**config.mk**
```make
export PLATFORM = sky130hd
export DESIGN_NAME = alu_wb_scheduler
export DESIGN_NICKNAME = d
export VERILOG_FILES = /design/src/rtl/alu_wb_scheduler.sv
export SDC_FILE = /design/constraint.sdc
export NUM_CORES = 1
export LEC_CHECK = 0
export ABC_CLOCK_PERIOD_IN_PS = 1600
export CAP_MARGIN = 20
export CORE_MARGIN = 3
export CORE_UTILIZATION = 49
export CTS_BUF_LIST = sky130_fd_sc_hd__clkbuf_4 sky130_fd_sc_hd__clkbuf_8
export CTS_CLUSTER_SIZE = 28
export DETAILED_ROUTE_END_ITERATION = 8
export GPL_TIMING_DRIVEN = 0
export PLACE_DENSITY = 0.91
export SETUP_SLACK_MARGIN = 0.02
export SKIP_CTS_REPAIR_TIMING = 1
export SYNTH_ARGS = -nofsm -noshare
export SYNTH_HDL_FRONTEND = slang
export SYNTH_SLANG_ARGS = --single-unit
```
**constraint.sdc**
```tcl
create_clock -name clk -period 1.6 [get_ports clk]
set_input_delay 0.32 -clock clk [delete_from_list [all_inputs] [get_ports clk]]
set_output_delay 0.32 -clock clk [all_outputs]
set_load 0.01 [all_outputs]
```
**src/rtl/alu_wb_scheduler.sv**
```systemverilog
// Issue/writeback scheduler for the add/bool/shift result mux: reserves writeback slots,
// drives the one-hot mux select and a registered result tag. Optional ALU_WB_SCHED_PERF_EN adds perf counters.
module alu_wb_scheduler #(
    parameter int TAG_W     = 4,
    parameter int ADD_LAT   = 1,
    parameter int BOOL_LAT  = 1,
    parameter int SHIFT_LAT = 2
) (
    input  logic             clk,
    input  logic             rst_n,
    input  logic             op_valid,
    output logic             op_ready,
    input  logic [1:0]       op_class,
    input  logic [TAG_W-1:0] op_tag,
    output logic             issue_add,
    output logic             issue_bool,
    output logic             issue_shift,
    output logic [2:0]       mux_en,
    output logic             res_valid,
    output logic [TAG_W-1:0] res_tag,
    output logic             res_err,
    input  logic             flush_req,
    output logic             flush_done
`ifdef ALU_WB_SCHED_PERF_EN
    ,
    output logic [31:0]      perf_issued,
    output logic [31:0]      perf_stalls
`endif
);

    function automatic int max3(input int a, input int b, input int c);
        int m;
        m = (a > b) ? a : b;
        return (m > c) ? m : c;
    endfunction

    localparam int MAXL = max3(ADD_LAT, BOOL_LAT, SHIFT_LAT);

    typedef enum logic [1:0] {
        ST_RUN   = 2'd0,
        ST_DRAIN = 2'd1,
        ST_DONE  = 2'd2
    } state_t;

    state_t state_r;
    state_t state_nxt;

    // Slot k holds the op whose mux cycle is k-1 cycles from now; slot 1 drives mux_en.
    logic             slot_vld_r [1:MAXL];
    logic [TAG_W-1:0] slot_tag_r [1:MAXL];
    logic [2:0]       slot_oh_r  [1:MAXL];
    logic             slot_err_r [1:MAXL];

    logic             sh_vld_s [1:MAXL];
    logic [TAG_W-1:0] sh_tag_s [1:MAXL];
    logic [2:0]       sh_oh_s  [1:MAXL];
    logic             sh_err_s [1:MAXL];

    int               lat_sel_s;
    logic [2:0]       cls_oh_s;
    logic             slot_hit_s;
    logic             accept_s;
    logic             busy_any_s;

    logic             res_valid_r;
    logic [TAG_W-1:0] res_tag_r;
    logic             res_err_r;
    logic             flush_done_r;

    // Reservation view after this cycle's shift, class decode and acceptance.
    always_comb begin
        for (int k = 1; k <= MAXL; k++) begin
            sh_vld_s[k] = 1'b0;
            sh_tag_s[k] = {TAG_W{1'b0}};
            sh_oh_s[k]  = 3'b000;
            sh_err_s[k] = 1'b0;
        end
        for (int k = 1; k < MAXL; k++) begin
            sh_vld_s[k] = slot_vld_r[k+1];
            sh_tag_s[k] = slot_tag_r[k+1];
            sh_oh_s[k]  = slot_oh_r[k+1];
            sh_err_s[k] = slot_err_r[k+1];
        end

        case (op_class)
            2'd0:    begin lat_sel_s = ADD_LAT;   cls_oh_s = 3'b001; end
            2'd1:    begin lat_sel_s = BOOL_LAT;  cls_oh_s = 3'b010; end
            2'd2:    begin lat_sel_s = SHIFT_LAT; cls_oh_s = 3'b100; end
            default: begin lat_sel_s = 1;         cls_oh_s = 3'b000; end
        endcase

        slot_hit_s = 1'b0;
        for (int k = 1; k <= MAXL; k++) begin
            slot_hit_s = slot_hit_s | ((k == lat_sel_s) ? sh_vld_s[k] : 1'b0);
        end

        op_ready    = rst_n & (state_r == ST_RUN) & ~flush_req & ~slot_hit_s;
        accept_s    = op_valid & op_ready;
        issue_add   = accept_s & cls_oh_s[0];
        issue_bool  = accept_s & cls_oh_s[1];
        issue_shift = accept_s & cls_oh_s[2];
    end

    // Any reservation still outstanding.
    always_comb begin
        busy_any_s = 1'b0;
        for (int k = 1; k <= MAXL; k++) begin
            busy_any_s = busy_any_s | slot_vld_r[k];
        end
    end

    // Reservation slots: shift down each cycle, insert accepted op at its latency slot.
    always_ff @(posedge clk or negedge rst_n) begin
        if (!rst_n) begin
            for (int k = 1; k <= MAXL; k++) begin
                slot_vld_r[k] <= 1'b0;
                slot_tag_r[k] <= {TAG_W{1'b0}};
                slot_oh_r[k]  <= 3'b000;
                slot_err_r[k] <= 1'b0;
            end
        end else begin
            for (int k = 1; k <= MAXL; k++) begin
                if (accept_s && (k == lat_sel_s)) begin
                    slot_vld_r[k] <= 1'b1;
                    slot_tag_r[k] <= op_tag;
                    slot_oh_r[k]  <= cls_oh_s;
                    slot_err_r[k] <= (op_class == 2'd3);
                end else begin
                    slot_vld_r[k] <= sh_vld_s[k];
                    slot_tag_r[k] <= sh_tag_s[k];
                    slot_oh_r[k]  <= sh_oh_s[k];
                    slot_err_r[k] <= sh_err_s[k];
                end
            end
        end
    end

    // Result tag pipe aligned with the registered mux output.
    always_ff @(posedge clk or negedge rst_n) begin
        if (!rst_n) begin
            res_valid_r <= 1'b0;
            res_tag_r   <= {TAG_W{1'b0}};
            res_err_r   <= 1'b0;
        end else begin
            res_valid_r <= slot_vld_r[1];
            res_tag_r   <= slot_tag_r[1];
            res_err_r   <= slot_vld_r[1] & slot_err_r[1];
        end
    end

    // Flush FSM next-state logic.
    always_comb begin
        state_nxt = state_r;
        case (state_r)
            ST_RUN: begin
                if (flush_req) begin
                    state_nxt = ST_DRAIN;
                end else begin
                    state_nxt = ST_RUN;
                end
            end
            ST_DRAIN: begin
                if (!busy_any_s) begin
                    state_nxt = ST_DONE;
                end else begin
                    state_nxt = ST_DRAIN;
                end
            end
            ST_DONE: state_nxt = ST_RUN;
            default: state_nxt = ST_RUN;
        endcase
    end

    // Flush FSM state and done pulse register.
    always_ff @(posedge clk or negedge rst_n) begin
        if (!rst_n) begin
            state_r      <= ST_RUN;
            flush_done_r <= 1'b0;
        end else begin
            state_r      <= state_nxt;
            flush_done_r <= (state_nxt == ST_DONE);
        end
    end

    assign mux_en     = slot_oh_r[1];
    assign res_valid  = res_valid_r;
    assign res_tag    = res_tag_r;
    assign res_err    = res_err_r;
    assign flush_done = flush_done_r;

`ifdef ALU_WB_SCHED_PERF_EN
    logic [31:0] perf_issued_r;
    logic [31:0] perf_stalls_r;

    // Saturating accept and stall counters; survive flush.
    always_ff @(posedge clk or negedge rst_n) begin
        if (!rst_n) begin
            perf_issued_r <= 32'd0;
            perf_stalls_r <= 32'd0;
        end else begin
            if (accept_s && (perf_issued_r != 32'hFFFF_FFFF)) begin
                perf_issued_r <= perf_issued_r + 32'd1;
            end else begin
                perf_issued_r <= perf_issued_r;
            end
            if ((state_r == ST_RUN) && op_valid && !op_ready && (perf_stalls_r != 32'hFFFF_FFFF)) begin
                perf_stalls_r <= perf_stalls_r + 32'd1;
            end else begin
                perf_stalls_r <= perf_stalls_r;
            end
        end
    end

    assign perf_issued = perf_issued_r;
    assign perf_stalls = perf_stalls_r;
`endif

endmodule
```
== Word-level counts from Yosys, hierarchy flattened ==
Index checks and enable logic that the tools add are counted.
Word-level totals
  output and inout port bits: 14
  logic and storage cells: 49
  input port bits: 10
  flip-flop bits (word level): 27
Cells by class
  bitwise logic cells: 11
  equal/unequal tests: 7
  reduce and logical (&&, ||, !) cells: 4
  mux-type cells: 14
Operators with widths (number)
  case mux 3 bit (3 select lines): 1
  AND 1 bit: 8
  2-to-1 mux 4 bit: 2
  equality test 2 bit (second input constant): 3
  2-to-1 mux 1 bit: 6
  2-to-1 mux 3 bit: 2
  equality test 2 x 1 -> 1 bit (second input constant): 2
  zero test 2 bit: 2
  2-to-1 mux 2 bit: 2
  case mux 2 bit (2 select lines): 1
  equality test 1 x 2 -> 1 bit (first input constant): 1
  equality test 2 bit (first input constant): 1
  logical AND 1 bit: 2
  NOT 1 bit: 2
  OR 1 bit: 1

== Longest topological paths before layout ==
Gate-level depths: netlist of run 1.
  depth in word-level cells: 9
  depth in mapped cells: 3
  mapped depth without buffers: 3

== Worst setup path after synthesis of run 1 ==
No wires, ideal clock.
  kind: reg-to-output
  start point: reg state_r[1]
  end point: out issue_shift
  required time: 1280 ps
  stages on the path, launching flop included: 3
  data arrival time: 1206 ps
  path slack: 74 ps
  buffers on the path: 0
  cell sequence: dfrtp_1 or4b_4 nor3_4
On the way
  longest elaborated chain between the ends: 6
RTL lines
  from (decl): line 45  | state_t state_r;
  from (signal assigned): line 180  | state_r <= state_nxt;
  zero test 2 bit: line 97  | op_ready = rst_n & (state_r == ST_RUN) & ~flush_req & ~slot_hit_s;
  AND 1 bit (3 in series): line 97
  AND 1 bit: line 98  | accept_s = op_valid & op_ready;
  AND 1 bit: line 101  | issue_shift = accept_s & cls_oh_s[2];
  to (decl): line 17  | output logic issue_shift,
No other way between the ends.

== Final worst setup path of run 1 ==
  start point: reg state_r[0]
  end point: out issue_shift
Same word-level chain as after synthesis.

==> run_summary.xml, run 1 <==
<?xml version="1.0" encoding="UTF-8"?>
<metrics>
  <group name="layout">
    <metric name="flow.area_growth_from_synthesis" unit="%">45.1</metric>
    <metric name="num_antenna_cells" unit="">0</metric>
    <metric name="num-fill-cells" unit="">123</metric>
    <metric name="layout.nets" unit="">113</metric>
    <metric name="finish.instance_area" unit="sq mm">0.00135</metric>
    <metric name="drive_above_1_share" unit="">0.255</metric>
  </group>
  <group name="critical_path">
    <metric name="timing.rr.end" unit="">sh_tag_s[7]</metric>
    <metric name="timing.setup.critical_path_class" unit="">flop to output port</metric>
    <metric name="worstPathArrival" unit="ns">1.86</metric>
    <metric name="critical-path-max-stage-delay" unit="ns">0.51</metric>
    <metric name="timing.critical_path.to_type" unit="">output port</metric>
    <metric name="critPathMaxFanout" unit="">5</metric>
    <metric name="r2r_setup_slk" unit="ns">-0.20</metric>
    <metric name="worstPathRequired" unit="ns">1.28</metric>
    <metric name="length_in_cells_of_the_worst_reg_to_reg_path" unit="">6</metric>
    <metric name="crit_chain" unit="">buf_6 -&gt; or4b_4 -&gt; nor3_4 -&gt; buf_2</metric>
    <metric name="slowest_stage" unit="">or4b_4</metric>
    <metric name="timing.critical_path.to" unit="">issue_shift</metric>
    <metric name="start_kind" unit="">flop</metric>
    <metric name="r2r-start" unit="">state_r[0]</metric>
    <metric name="startpoint" unit="">state_r[0]</metric>
  </group>
  <group name="timing">
    <metric name="grt_setup_unrepaired" unit="">yes</metric>
    <metric name="timing.final.ws_setup" unit="ns">-0.584</metric>
    <metric name="timing.final.hold_violations" unit="">0</metric>
    <metric name="fmaxAchievable" unit="MHz">458</metric>
    <metric name="slew_of_the_pin_with_the_lowest_slew_margin" unit="ns">0.831</metric>
    <metric name="timing.final.max_slew_violations" unit="">0</metric>
    <metric name="setup_total_negative_slack" unit="ns">-2.50</metric>
    <metric name="rel_slew_slack" unit="">0.444</metric>
    <metric name="fin_skew" unit="ns">0.00819</metric>
    <metric name="fin_crit" unit="ns">2.18</metric>
    <metric name="count_of_endpoints_failing_setup_in_the_final_report" unit="">11</metric>
    <metric name="post-route-period-util" unit="">1.37</metric>
  </group>
  <group name="detailed_routing">
    <metric name="route.antenna.remaining_nets" unit="">0</metric>
    <metric name="detail_route.drc_violations" unit="">0</metric>
    <metric name="detail_route.iter0.violations" unit="">4</metric>
    <metric name="vias_per_cell" unit="">4.83</metric>
    <metric name="route.vias.total" unit="">613</metric>
    <metric name="first_pass_iters" unit="">3</metric>
    <metric name="route.final.wire_length" unit="microns">1570</metric>
    <metric name="drt-wirelength-per-cell" unit="microns">12.4</metric>
  </group>
  <group name="logic_synthesis">
    <metric name="mappedNetlistArea" unit="sq um">932</metric>
    <metric name="yosysWarningCount" unit="">0</metric>
    <metric name="synth_sequential_area_ratio" unit="">0.725</metric>
    <metric name="post_synth_num_cell_types" unit="">21</metric>
    <metric name="synth_cells" unit="">62</metric>
    <metric name="synth-seq-cells" unit="">27</metric>
    <metric name="synthesis.area_per_instance" unit="sq um">15.0</metric>
  </group>
  <group name="die">
    <metric name="row_count" unit="">15</metric>
    <metric name="die_y" unit="microns">49.6</metric>
    <metric name="io_pins" unit="">24</metric>
    <metric name="placeableCoreArea" unit="sq mm">0.00176</metric>
    <metric name="die_width" unit="microns">49.6</metric>
    <metric name="start_util" unit="">0.528</metric>
    <metric name="floorplan.die_area" unit="sq mm">0.00246</metric>
  </group>
  <group name="grt">
    <metric name="grt_pass1_vias" unit="">596</metric>
    <metric name="grt_max_degree" unit="">22</metric>
    <metric name="grt.overflow.total" unit="">0</metric>
    <metric name="grt_util_all_layers" unit="">0.130</metric>
    <metric name="number_of_antenna_violations_at_the_first_check_in_global_routing" unit="">0</metric>
    <metric name="global_route_wire_length_before_repair" unit="microns">2460</metric>
  </group>
  <group name="pwr">
    <metric name="power_density" unit="mW/mm^2">1030</metric>
    <metric name="ir_drop" unit="mV">0.895</metric>
    <metric name="total_leakage_power" unit="nW">0.673</metric>
  </group>
  <group name="cts">
    <metric name="clk_transition_reported_paths" unit="ns">0.14</metric>
    <metric name="clock_tree.htree_level_count" unit="">1</metric>
    <metric name="cts_inserted_buffers" unit="">3</metric>
    <metric name="clock-root-buffer" unit="">clkbuf_4</metric>
    <metric name="clock-sinks" unit="">27</metric>
    <metric name="clock_latency_reported_for_the_late_side_of_the_worst_skew_pair" unit="ns">0.31</metric>
    <metric name="max-clock-path-buffers" unit="">2</metric>
    <metric name="cts_tree" unit="">done</metric>
  </group>
  <group name="place">
    <metric name="detailedPlacementHpwl" unit="microns">1060</metric>
    <metric name="post_dp_cell_area" unit="sq mm">0.00123</metric>
    <metric name="io_buffer_count" unit="">23</metric>
    <metric name="gp_congestion" unit="">0.802</metric>
    <metric name="place_worst_setup_slack" unit="ns">-1.34</metric>
  </group>
  <group name="status">
    <metric name="run_status" unit="">complete, but fails checks</metric>
    <metric name="failed_checks" unit="">negative setup slack</metric>
  </group>
  <group name="worst_hold_path">
    <metric name="timing.hold.worst.class" unit="">flop to flop</metric>
  </group>
  <group name="run">
    <metric name="timing.max_cap.violations" unit="">0</metric>
  </group>
</metrics>
worst max-delay path: cells and delay by family, from the launching register on:
kind / cells / cell delay (ns)
AND/OR/NAND/NOR: 2 / 0.76
buffers and inverters: 2 / 0.30
flip-flops: 1 / 0.47
per-layer routing:
layer	GRT usage	share of wire
met1	0.155	0.42
met2	0.238	0.53
met3	0.0181	0.033
met4	0.0415	0.015
met5	0	0
kinds of logic (layout without fill, tap and decap cells):
| kind of cell | Yosys count | after routing | share of synthesized area |
|---|---|---|---|
| DFF | 27 | 27 | 0.725 |
| buffers and inverters | 3 | 41 | 0.0121 |
| and+or+nand+nor | 22 | 22 | 0.175 |
| muxes | 4 | 4 | 0.0483 |
| AOI/OAI and AO/OA | 5 | 5 | 0.0362 |
| other | 1 | 3 | 0.00402 |
cell usage after synthesis (all sizes together):
library cell / n / share of area
a211oi: 1 / 0.0081
a21oi: 2 / 0.011
and2: 6 / 0.040
and3: 1 / 0.0067
clkinv: 1 / 0.0040
conb: 1 / 0.0040
dfrtp: 27 / 0.72
inv: 2 / 0.0081
mux2: 4 / 0.048
nand2b: 2 / 0.013
nand3: 1 / 0.011
nand3b: 1 / 0.0081
nor2: 4 / 0.016
nor2b: 1 / 0.0067
nor3: 2 / 0.023
nor4b: 3 / 0.035
o21a: 1 / 0.0081
o2bb2ai: 1 / 0.0094
or4b: 1 / 0.015
placed cells by master, fill, tap and decap left out, drive strengths merged:
master          n
a211oi          1
a21oi           2
and2            6
and3            1
buf            12
clkbuf          5
clkdlybuf4s50  18
clkinv          1
conb            3
dfrtp          27
dlygate4sd3     2
dlymetal6s2s    1
inv             2
mux2            4
nand2b          2
nand3           1
nand3b          1
nor2            4
nor2b           1
nor3            2
nor4b           3
o21a            1
o2bb2ai         1
or4b            1
area by class of cell:
type                            instances  area [sq um]  area share
Timing Repair Buffer                   34           332       0.245
Sequential cell                        27           678       0.501
Multi-Input combinational cell         34           270       0.200
Tap cell                               25          31.3      0.0231
Clock buffer                            4          30.0      0.0222
Inverter                                3          11.3     0.00833
flip-flops by register name, summed over array words and instances (netlist names), 2 cells and up:
signal and cells:
res_tag 4, sh_oh_s 3, slot_tag_r 4, sh_tag_s 4, state_r 2, mux_en 3
how the worst min path moves through the flow:
stage / startpoint / to / cells past startpoint
after floorplan: rst_n / flush_done / 0
after global placement: slot_tag_r[6] / res_tag[2] / 0
after detailed placement: slot_tag_r[4] / res_tag[0] / 0
after CTS: rst_n / res_err / 1
after global routing: slot_tag_r[6] / res_tag[2] / 0
final: slot_tag_r[4] / res_tag[0] / 0
stage by stage:
step	total power, mW	utilization	cells	hold slack (ns)
floorplan	0.894	-	64	0.0244
global placement	1.01	0.681	112	0.333
detailed placement	1.02	0.696	113	0.337
CTS	1.31	0.713	117	0.320
global route	1.45	0.767	127	0.376
finish	1.39	0.767	127	0.364
where the power goes:
group / switching [mW] / internal (mW)
clock: 0.183 / 0.114
combinational: 0.109 / 0.179
sequential: 0.0546 / 0.750
total: 0.347 / 1.04
No activity file was read; power rests on OpenSTA's default activity.
==> run 2, diff against run 1 <==
Settings changed: PLACE_DENSITY 0.91 to 0.8.
==> run_summary.xml, run 2 (synthesis results as in run 1) <==
<?xml version="1.0" encoding="UTF-8"?>
<metrics>
  <group name="critical_path">
    <metric name="timing.critical_path.to_type" unit="">output port</metric>
    <metric name="length_in_cells_of_the_worst_reg_to_reg_path" unit="">4</metric>
    <metric name="critical-path-max-stage-delay" unit="ns">0.59</metric>
    <metric name="timing.rr.end" unit="">sh_tag_s[4]</metric>
    <metric name="slowest_stage" unit="">or4b_4</metric>
    <metric name="timing.setup.critical_path_class" unit="">flop to output port</metric>
    <metric name="crit_chain" unit="">or4b_4 -&gt; nor3_4 -&gt; buf_2</metric>
    <metric name="worstPathArrival" unit="ns">1.81</metric>
    <metric name="r2r_setup_slk" unit="ns">-0.03</metric>
    <metric name="start_kind" unit="">flop</metric>
    <metric name="worstPathRequired" unit="ns">1.28</metric>
    <metric name="critPathMaxFanout" unit="">6</metric>
    <metric name="r2r-start" unit="">state_r[0]</metric>
  </group>
  <group name="place">
    <metric name="gp_congestion" unit="">0.760</metric>
    <metric name="post_dp_cell_area" unit="sq mm">0.00123</metric>
    <metric name="detailedPlacementHpwl" unit="microns">1090</metric>
    <metric name="place_worst_setup_slack" unit="ns">-1.38</metric>
    <metric name="placed_cells" unit="">113</metric>
    <metric name="io_buffer_count" unit="">23</metric>
  </group>
  <group name="timing">
    <metric name="timing.final.hold_violations" unit="">0</metric>
    <metric name="timing.final.ws_setup" unit="ns">-0.529</metric>
    <metric name="fin_crit" unit="ns">2.13</metric>
    <metric name="fin_skew" unit="ns">0.00676</metric>
    <metric name="post-route-period-util" unit="">1.33</metric>
    <metric name="count_of_endpoints_failing_setup_in_the_final_report" unit="">7</metric>
    <metric name="timing.final.max_slew_violations" unit="">0</metric>
    <metric name="fin_hold_ws" unit="ns">0.366</metric>
    <metric name="grt_setup_unrepaired" unit="">yes</metric>
    <metric name="fmaxAchievable" unit="MHz">470</metric>
    <metric name="setup_total_negative_slack" unit="ns">-1.94</metric>
  </group>
  <group name="detailed_routing">
    <metric name="route.vias.total" unit="">583</metric>
    <metric name="route.antenna.remaining_nets" unit="">0</metric>
    <metric name="detail_route.iter0.violations" unit="">11</metric>
    <metric name="vias_per_cell" unit="">4.63</metric>
    <metric name="detail_route.drc_violations" unit="">0</metric>
    <metric name="route.final.wire_length" unit="microns">1660</metric>
    <metric name="drt-wirelength-per-cell" unit="microns">13.2</metric>
    <metric name="first_pass_iters" unit="">4</metric>
  </group>
  <group name="cts">
    <metric name="cts_tree" unit="">done</metric>
    <metric name="clock-root-buffer" unit="">clkbuf_4</metric>
    <metric name="cts_inserted_buffers" unit="">3</metric>
    <metric name="clock_latency_reported_for_the_late_side_of_the_worst_skew_pair" unit="ns">0.33</metric>
    <metric name="clock-sinks" unit="">27</metric>
    <metric name="clk_transition_reported_paths" unit="ns">0.14</metric>
    <metric name="clock_tree.htree_level_count" unit="">1</metric>
    <metric name="max-clock-path-buffers" unit="">2</metric>
  </group>
  <group name="layout">
    <metric name="layout.nets" unit="">112</metric>
    <metric name="layout_commonest_cell" unit="">dfrtp_1</metric>
    <metric name="top_library_cells_by_usage_in_the_layout_fill_and_taps_aside" unit="">dfrtp_1, clkdlybuf4s50_1, buf_4, mux2_1</metric>
    <metric name="finish.instance_area" unit="sq mm">0.00133</metric>
    <metric name="num_antenna_cells" unit="">0</metric>
    <metric name="non_filler_cells_in_the_finished_layout" unit="">126</metric>
    <metric name="finalCoreUtilization" unit="">0.756</metric>
    <metric name="drive_above_1_share" unit="">0.267</metric>
    <metric name="flow.area_growth_from_synthesis" unit="%">43.1</metric>
  </group>
  <group name="pwr">
    <metric name="overall_power_of_the_completed_layout" unit="mW">1.33</metric>
    <metric name="power_density" unit="mW/mm^2">1000</metric>
    <metric name="ir_drop" unit="mV">0.834</metric>
    <metric name="total_leakage_power" unit="nW">0.681</metric>
  </group>
  <group name="status">
    <metric name="run_status" unit="">complete, but fails checks</metric>
    <metric name="failed_checks" unit="">negative setup slack</metric>
  </group>
  <group name="grt">
    <metric name="global_route_wire_length_before_repair" unit="microns">2620</metric>
    <metric name="grt_max_degree" unit="">18</metric>
    <metric name="grt_util_all_layers" unit="">0.145</metric>
    <metric name="grt_pass1_vias" unit="">591</metric>
    <metric name="grt.overflow.total" unit="">0</metric>
    <metric name="number_of_antenna_violations_at_the_first_check_in_global_routing" unit="">0</metric>
  </group>
  <group name="die">
    <metric name="placeableCoreArea" unit="sq mm">0.00176</metric>
    <metric name="start_util" unit="">0.528</metric>
    <metric name="io_pins" unit="">24</metric>
    <metric name="die_y" unit="microns">49.6</metric>
    <metric name="row_count" unit="">15</metric>
    <metric name="floorplan.die_area" unit="sq mm">0.00246</metric>
    <metric name="die_width" unit="microns">49.6</metric>
  </group>
  <group name="run">
    <metric name="timing.max_cap.violations" unit="">0</metric>
  </group>
  <group name="worst_hold_path">
    <metric name="worst_hold_path.endpoint" unit="">res_tag[3]</metric>
    <metric name="timing.hold.worst.class" unit="">flop to flop</metric>
    <metric name="whs_path_depth" unit="">0</metric>
    <metric name="hold_path_startpoint" unit="">slot_tag_r[7]</metric>
  </group>
</metrics>
## run 2: changes by cell type in the layout (fill, tap and decap cells not counted), moves of 2 or more
cell,delta
nor2_1,-2
nor2_2,+2
buf_6,-3
buf_4,+2
clkdlybuf4s50_1,-2
## run 2: how the worst max path moves through the flow
| stage | from | end | depth (start not counted) | slack (ns) |
|---|---|---|---|---|
| finish | state_r[0] | issue_shift | 3 | -0.53 |
| global placement | rst_n | issue_shift | 4 | -1.81 |
| detailed placement | rst_n | issue_shift | 4 | -1.38 |
| floorplan | state_r[1] | issue_shift | 2 | 0.07 |
| CTS | rst_n | issue_shift | 4 | -1.38 |
| global route | state_r[0] | issue_shift | 3 | -0.61 |
## run 2: critical path, delay by kind of cell, from the launching register on
kind	cells	cell delay, ns
buffers and inverters	1	0.17
flip-flops	1	0.47
AND/OR/NAND/NOR	2	0.84
## run 2: final cells by class
type,instances,area [sq um]
timing repair buffer,33,310
fill,124,430
tap,25,31.3
sequential,27,677
clock inverter,1,7.51
clock buffer,3,22.5
multi-input combinational,34,274
inverter,3,11.3
## run 2: power by group
group,total [mW],switching [mW],leakage (nW),internal [mW]
registers,0.800,0.0522,0.357,0.748
logic,0.239,0.0975,0.310,0.141
clock network,0.296,0.200,0.0139,0.0956
## run 2: routing by layer
layer	wire, microns	vias to the layer above	GRT usage	share of wire
met2	881	11	0.244	0.53
met5	0	-	0	0
li1	-	285	-	-
met3	65	4	0.0332	0.039
met4	46	0	0.0968	0.028
met1	663	283	0.163	0.40
==> run 3, diff against run 2 <==
Settings changed: SLEW_MARGIN set to 5.
==> results of run 3 <==
Same layout as run 2: the final DEF is identical, and so are final timing and power.
